### src/rtl/mem_wb_pipe_stage.sv
// MEM/WB pipeline stage: holds memory-stage results for writeback, with an
// optional two-entry skid buffer so ready_o can be driven from a flop.
module mem_wb_pipe_stage #(
    parameter int unsigned XLEN      = 32,
    parameter int unsigned REGADDR_W = 5,
    parameter int unsigned SEL_W     = 2,
    parameter int unsigned SKID      = 1
) (
    input  logic                 clk_i,
    input  logic                 reset_i,
    input  logic                 flush_i,
    input  logic                 valid_i,
    output logic                 ready_o,
    input  logic [XLEN-1:0]      pcsrc_i,
    input  logic [XLEN-1:0]      mem_data_read_i,
    input  logic [XLEN-1:0]      alu_result_i,
    input  logic [XLEN-1:0]      offset_i,
    input  logic [REGADDR_W-1:0] write_addr_reg_i,
    input  logic [SEL_W-1:0]     dmem_to_reg_i,
    input  logic                 reg_write_i,
    output logic                 valid_o,
    input  logic                 ready_i,
    output logic [XLEN-1:0]      mw_pcsrc_o,
    output logic [XLEN-1:0]      mw_mem_data_read_o,
    output logic [XLEN-1:0]      mw_alu_result_o,
    output logic [XLEN-1:0]      mw_offset_o,
    output logic [REGADDR_W-1:0] mw_write_addr_reg_o,
    output logic [SEL_W-1:0]     mw_dmem_to_reg_o,
    output logic                 mw_reg_write_o,
    output logic [XLEN-1:0]      mw_wb_data_o
);

    typedef struct packed {
        logic [XLEN-1:0]      pcsrc;
        logic [XLEN-1:0]      mem_data;
        logic [XLEN-1:0]      alu;
        logic [XLEN-1:0]      offset;
        logic [REGADDR_W-1:0] waddr;
        logic [SEL_W-1:0]     sel;
        logic                 reg_write;
    } entry_t;

    typedef enum logic [1:0] {
        EMPTY = 2'd0,
        ONE   = 2'd1,
        TWO   = 2'd2
    } state_t;

    entry_t in_ent;
    entry_t head;
    logic   head_valid;
    logic   stage_ready;

    assign in_ent = '{pcsrc:     pcsrc_i,
                      mem_data:  mem_data_read_i,
                      alu:       alu_result_i,
                      offset:    offset_i,
                      waddr:     write_addr_reg_i,
                      sel:       dmem_to_reg_i,
                      reg_write: reg_write_i};

    generate
        if (SKID != 0) begin : g_skid
            state_t state_q, state_d;
            entry_t main_q, main_d;
            entry_t skid_q, skid_d;
            logic   ready_q, ready_d;
            logic   in_xfer, out_xfer;

            assign in_xfer  = valid_i & ready_q;
            assign out_xfer = (state_q != EMPTY) & ready_i;

            // Occupancy state, head/skid storage and registered ready.
            always_ff @(posedge clk_i) begin
                if (reset_i) begin
                    state_q <= EMPTY;
                    main_q  <= '0;
                    skid_q  <= '0;
                    ready_q <= 1'b1;
                end else begin
                    state_q <= state_d;
                    main_q  <= main_d;
                    skid_q  <= skid_d;
                    ready_q <= ready_d;
                end
            end

            // Next occupancy; ready for next cycle is decided from state_d so
            // ready_o never depends combinationally on ready_i.
            always_comb begin
                state_d = state_q;
                main_d  = main_q;
                skid_d  = skid_q;
                case (state_q)
                    EMPTY: begin
                        if (in_xfer) begin
                            main_d  = in_ent;
                            state_d = ONE;
                        end
                    end
                    ONE: begin
                        if (in_xfer && out_xfer) begin
                            main_d = in_ent;
                        end else if (in_xfer) begin
                            skid_d  = in_ent;
                            state_d = TWO;
                        end else if (out_xfer) begin
                            state_d = EMPTY;
                        end
                    end
                    TWO: begin
                        if (out_xfer) begin
                            main_d  = skid_q;
                            state_d = ONE;
                        end
                    end
                    default: state_d = EMPTY;
                endcase
                if (flush_i) begin
                    state_d = EMPTY;
                end
                ready_d = (state_d != TWO);
            end

            assign head        = main_q;
            assign head_valid  = (state_q != EMPTY);
            assign stage_ready = ready_q;
        end else begin : g_single
            entry_t main_q, main_d;
            logic   valid_q, valid_d;
            logic   in_xfer;

            assign stage_ready = ~valid_q | ready_i;
            assign in_xfer     = valid_i & stage_ready;

            // Single holding register.
            always_ff @(posedge clk_i) begin
                if (reset_i) begin
                    valid_q <= 1'b0;
                    main_q  <= '0;
                end else begin
                    valid_q <= valid_d;
                    main_q  <= main_d;
                end
            end

            // Replace on input, drain on output, drop everything on flush.
            always_comb begin
                main_d  = main_q;
                valid_d = valid_q & ~ready_i;
                if (in_xfer) begin
                    main_d  = in_ent;
                    valid_d = 1'b1;
                end
                if (flush_i) begin
                    valid_d = 1'b0;
                end
            end

            assign head       = main_q;
            assign head_valid = valid_q;
        end
    endgenerate

    assign ready_o             = stage_ready;
    assign valid_o             = head_valid;
    assign mw_pcsrc_o          = head.pcsrc;
    assign mw_mem_data_read_o  = head.mem_data;
    assign mw_alu_result_o     = head.alu;
    assign mw_offset_o         = head.offset;
    assign mw_write_addr_reg_o = head.waddr;
    assign mw_dmem_to_reg_o    = head.sel;
    assign mw_reg_write_o      = head_valid & head.reg_write & (head.waddr != '0);

    // Writeback value selection from the head entry.
    always_comb begin
        logic [31:0] sel_ext;
        sel_ext = 32'(head.sel);
        case (sel_ext)
            32'd1:   mw_wb_data_o = head.mem_data;
            32'd2:   mw_wb_data_o = head.pcsrc + XLEN'(4);
            32'd3:   mw_wb_data_o = head.pcsrc + head.offset;
            default: mw_wb_data_o = head.alu;
        endcase
    end

endmodule

### config.mk
export PLATFORM = sky130hd
export DESIGN_NAME = mem_wb_pipe_stage
export DESIGN_NICKNAME = d
export VERILOG_FILES = /design/src/rtl/mem_wb_pipe_stage.sv
export SDC_FILE = /design/constraint.sdc
export NUM_CORES = 1
export LEC_CHECK = 0
export ABC_AREA = 1
export BUFFER_PORTS_ARGS = -buffer_cell sky130_fd_sc_hd__buf_2
export CAP_MARGIN = 5
export CORE_ASPECT_RATIO = 1.4
export CORE_MARGIN = 5
export CORE_UTILIZATION = 24
export CTS_BUF_LIST = sky130_fd_sc_hd__clkbuf_8
export CTS_CLUSTER_DIAMETER = 80
export DETAILED_ROUTE_END_ITERATION = 8
export PLACE_DENSITY_LB_ADDON = 0.15
export SYNTH_ARGS = -nofsm -noshare
export SYNTH_HDL_FRONTEND = slang
export SYNTH_SLANG_ARGS = --single-unit
### constraint.sdc
create_clock -name clk_i -period 4.6 [get_ports clk_i]
set_clock_uncertainty 0.15 [all_clocks]
set_input_delay 0.46 -clock clk_i [delete_from_list [all_inputs] [get_ports clk_i]]
set_output_delay 0.46 -clock clk_i [all_outputs]
set_load 0.01 [all_outputs]
==> flow_summary.yaml <==
logic_synthesis:
  synth.ff_latch_count: 275
  synth_area_um2: 16700
  synth_common_cells: "464 x nand2_1, 415 x nor2_1, 275 x dfxtp_1, 211 x inv_1, 200 x nand3_1"
  yosys-top-cells-area: "dfxtp_1 33%, nand2_1 10%, nor2_1 9.4%"
  synthMostInstantiatedCell: "nand2_1"
  yosysTopAreaCellShare_pct: 33.1
  ys_types: 44
  syn-num-nets: 2633
  ys.flop_type: "dfxtp_1"
  synth-edff-count: 0
  ys_async_sr_fraction_pct: 0
  ys_seq_area_share_pct: 33.1
  synth.avg_cell_area_um2: 6.77
  yosysTopAreaCell: "dfxtp_1"
  syn_inst: 2459
  synth.yosys.warnings: 0
worst_setup_path:
  crit_path_end_kind: "output pin"
  crit_chain: "ha_1 -> nand2_1 -> nor2_1 -> nand2_2 -> nor2_1 -> nand4_1 -> o211ai_1 -> nand4_1 -> buf_2"
  reg2reg_from: "g_skid.state_q[0]$_SDFF_PP0_"
  crit_fanout: 5
  crit_type: "reg2out"
  slowest_stage: "dfxtp_1"
  worstPathArrival_ns: 3.31
  critPathLaunchType: "flop"
  worst-r2r-setup-slack_ns: 1.92
  r2r_cells: 7
  critPathRequiredTime_ns: 3.99
  rr_endpoint: "mw_offset_o[22]$_SDFFE_PP0P_"
  crit_path_max_incr_delay_ns: 0.47
sta:
  fin_crit_ns: 3.92
  rsz0062_at_grt: "no"
  finalWorstSetupSlack_ns: 0.684
  setup_viol: 0
  hold_violations: 0
  period_share_pct: 85.1
  fmaxAchievable_mhz: 255
  slew_headroom_pct: 31.3
  slew_violations: 0
  worst_pin_slew_ns: 1.03
  tns_ns: 0
global_route:
  grt_pass1_wl_um: 114000
  antenna_found_initial: 3
  grt_max_degree: 134
  gr-total-overflow: 0
  first_global_vias: 16500
  grt_usage_pct: 20.4
placed_design:
  numPortBuffers: 310
  place_inst: 3447
  pre_cts_ws_ns: 1.23
  globalplace.congestion: 0.901
  place_area_um2: 17900
  dp_hpwl_um: 59500
cells_and_area:
  final_nets: 2884
  fin_cells: 3673
  final_cell_area_um2: 20300
  area_growth_pct: 21.8
  drive_gt1_share_pct: 20.8
hold_path:
  hold_class: "in2reg"
  worstHoldStart: "pcsrc_i[9]"
  hold_depth: 3
  min_to: "g_skid.skid_q[113]$_SDFFE_PP0P_"
pwr:
  irDropWorstVdd_v: 0.000305
  total_power_uw: 6280
  p_per_area_nw_per_um2: 310
  power.leakage_uw: 0.00913
job:
  drv_cap: 0
floorplanning:
  die_area_um2: 74800
  fp-row-count: 114
  start_util_pct: 24.2
  io_pins: 311
  core-area_um2: 68900
  die_h_um: 322
  die_width_um: 233
clocking:
  clockBufferDepth: 3
  tritoncts: "yes"
  htreeDepth: 2
  cts_root_buf: "clkbuf_8"
  cts_made_buffers: 50
  cts.sinks: 275
  clk_pin_slew_worst_paths_ns: 0.06
  insertion_delay_ns: 0.65
routing:
  wire_per_inst_um: 21.7
  routed_wl_um: 79500
  drt_pass1_iterations: 5
  drc: 0
  ant_nets: 0
  vias: 17100
  viasPerCell: 4.65
  drt_iter0_drc: 1085
run_status:
  status: "finished clean"
==> how the worst max path moves through the flow <==
stage                       end  slack [ns]                        from
3_5_place_dp   mw_wb_data_o[16]        1.23  mw_pcsrc_o[2]$_SDFFE_PP0P_
3_3_place_gp   mw_wb_data_o[16]        1.22  mw_pcsrc_o[2]$_SDFFE_PP0P_
5_1_grt        mw_wb_data_o[16]        0.43  mw_pcsrc_o[3]$_SDFFE_PP0P_
2_1_floorplan  mw_wb_data_o[10]        2.23  mw_pcsrc_o[0]$_SDFFE_PP0P_
4_1_cts        mw_wb_data_o[10]        0.51  mw_pcsrc_o[2]$_SDFFE_PP0P_
6_report       mw_wb_data_o[16]        0.68  mw_pcsrc_o[2]$_SDFFE_PP0P_
==> cells by family (layout without fill, tap and decap cells) <==
logic type / Yosys count / in the layout / share of synthesized area, %
and+or+nand+nor: 1154 / 1154 / 28.7
AOI/OAI and AO/OA: 503 / 503 / 20.1
buffers and inverters: 492 / 776 / 15.5
DFF: 275 / 275 / 33.1
adders and majority gates: 33 / 33 / 2.52
xor gates and xnor gates: 2 / 2 / 0.105
other: 0 / 2 / 0
==> sequential cells by signal, summed over array words and instances, names as in the netlist <==
signal,count
mw_mem_data_read_o,32
mw_write_addr_reg_o,5
g_skid.main_q,1
g_skid.skid_q,136
ready_o,1
mw_dmem_to_reg_o,2
mw_pcsrc_o,32
g_skid.state_q,2
mw_alu_result_o,32
mw_offset_o,32
==> cells in the final DEF, fill, tap and decap left out, types with 3 or more instances in the layout <==
cell type / Yosys / final
a211oi_1: 6 / 6
a211oi_2: 67 / 67
a21oi_1: 196 / 196
a21oi_2: 66 / 66
and2_1: 5 / 5
buf_12: 0 / 4
buf_2: 51 / 309
buf_4: 138 / 21
clkbuf_8: 0 / 63
clkinv_2: 0 / 10
dfxtp_1: 275 / 274
dlygate4sd3_1: 0 / 139
ha_1: 32 / 32
inv_1: 211 / 221
inv_2: 5 / 3
nand2_1: 464 / 464
nand3_1: 200 / 200
nand4_1: 32 / 32
nor2_1: 415 / 412
nor2_2: 4 / 7
nor2_4: 3 / 3
nor3_1: 14 / 14
o2111ai_1: 3 / 3
o211ai_1: 4 / 4
o21ai_0: 140 / 140
o21ai_1: 11 / 11
o21bai_1: 4 / 4
or2_1: 4 / 4
or2_2: 4 / 4
==> layout make-up <==
class	instances	area (µm²)
fill	7616	48600
inverter	217	822
clock inverter	22	155
timing repair buffer	474	3190
antenna	2	5.00
multi-input combinational	1692	8580
sequential	275	5510
clock buffer	63	867
tap	928	1160
==> per-layer routing <==
layer,share of wire (%),vias to the layer above,global-route usage (%)
met5,0,-,0
li1,-,8398,-
met4,3.9,0,7.47
met1,41,8105,24.3
met3,5.5,107,4.06
met2,50,482,36.2
==> what timing repair did <==
action	4_1_cts	5_1_grt
hold endpoints to repair	183	0
setup buffers	0	0
hold buffers	139	0
gates resized for setup	0	0
==> critical path: cells and delay by family, from the launching register on <==
family / cells / cell delay, ns
simple gates: 6 / 1.28
flops: 1 / 0.47
compound gates: 1 / 0.39
fa+ha+maj: 1 / 0.34
buf+inv: 1 / 0.21
==> report_power, final <==
part	internal, µW	switching (µW)
Sequential	2490	150
Combinational	432	743
Clock	1340	1130
Total	4260	2020
==> metrics by stage <==
step | util, % | hold slack (ns)
after global routing | 29.4 | 0.0718
after floorplan | - | 0.274
after CTS | 29.4 | 0.0172
after detailed placement | 25.9 | 0.294
after global placement | 25.9 | 0.285
final | 29.4 | 0.0674
(Power assumes the default switching activity.)
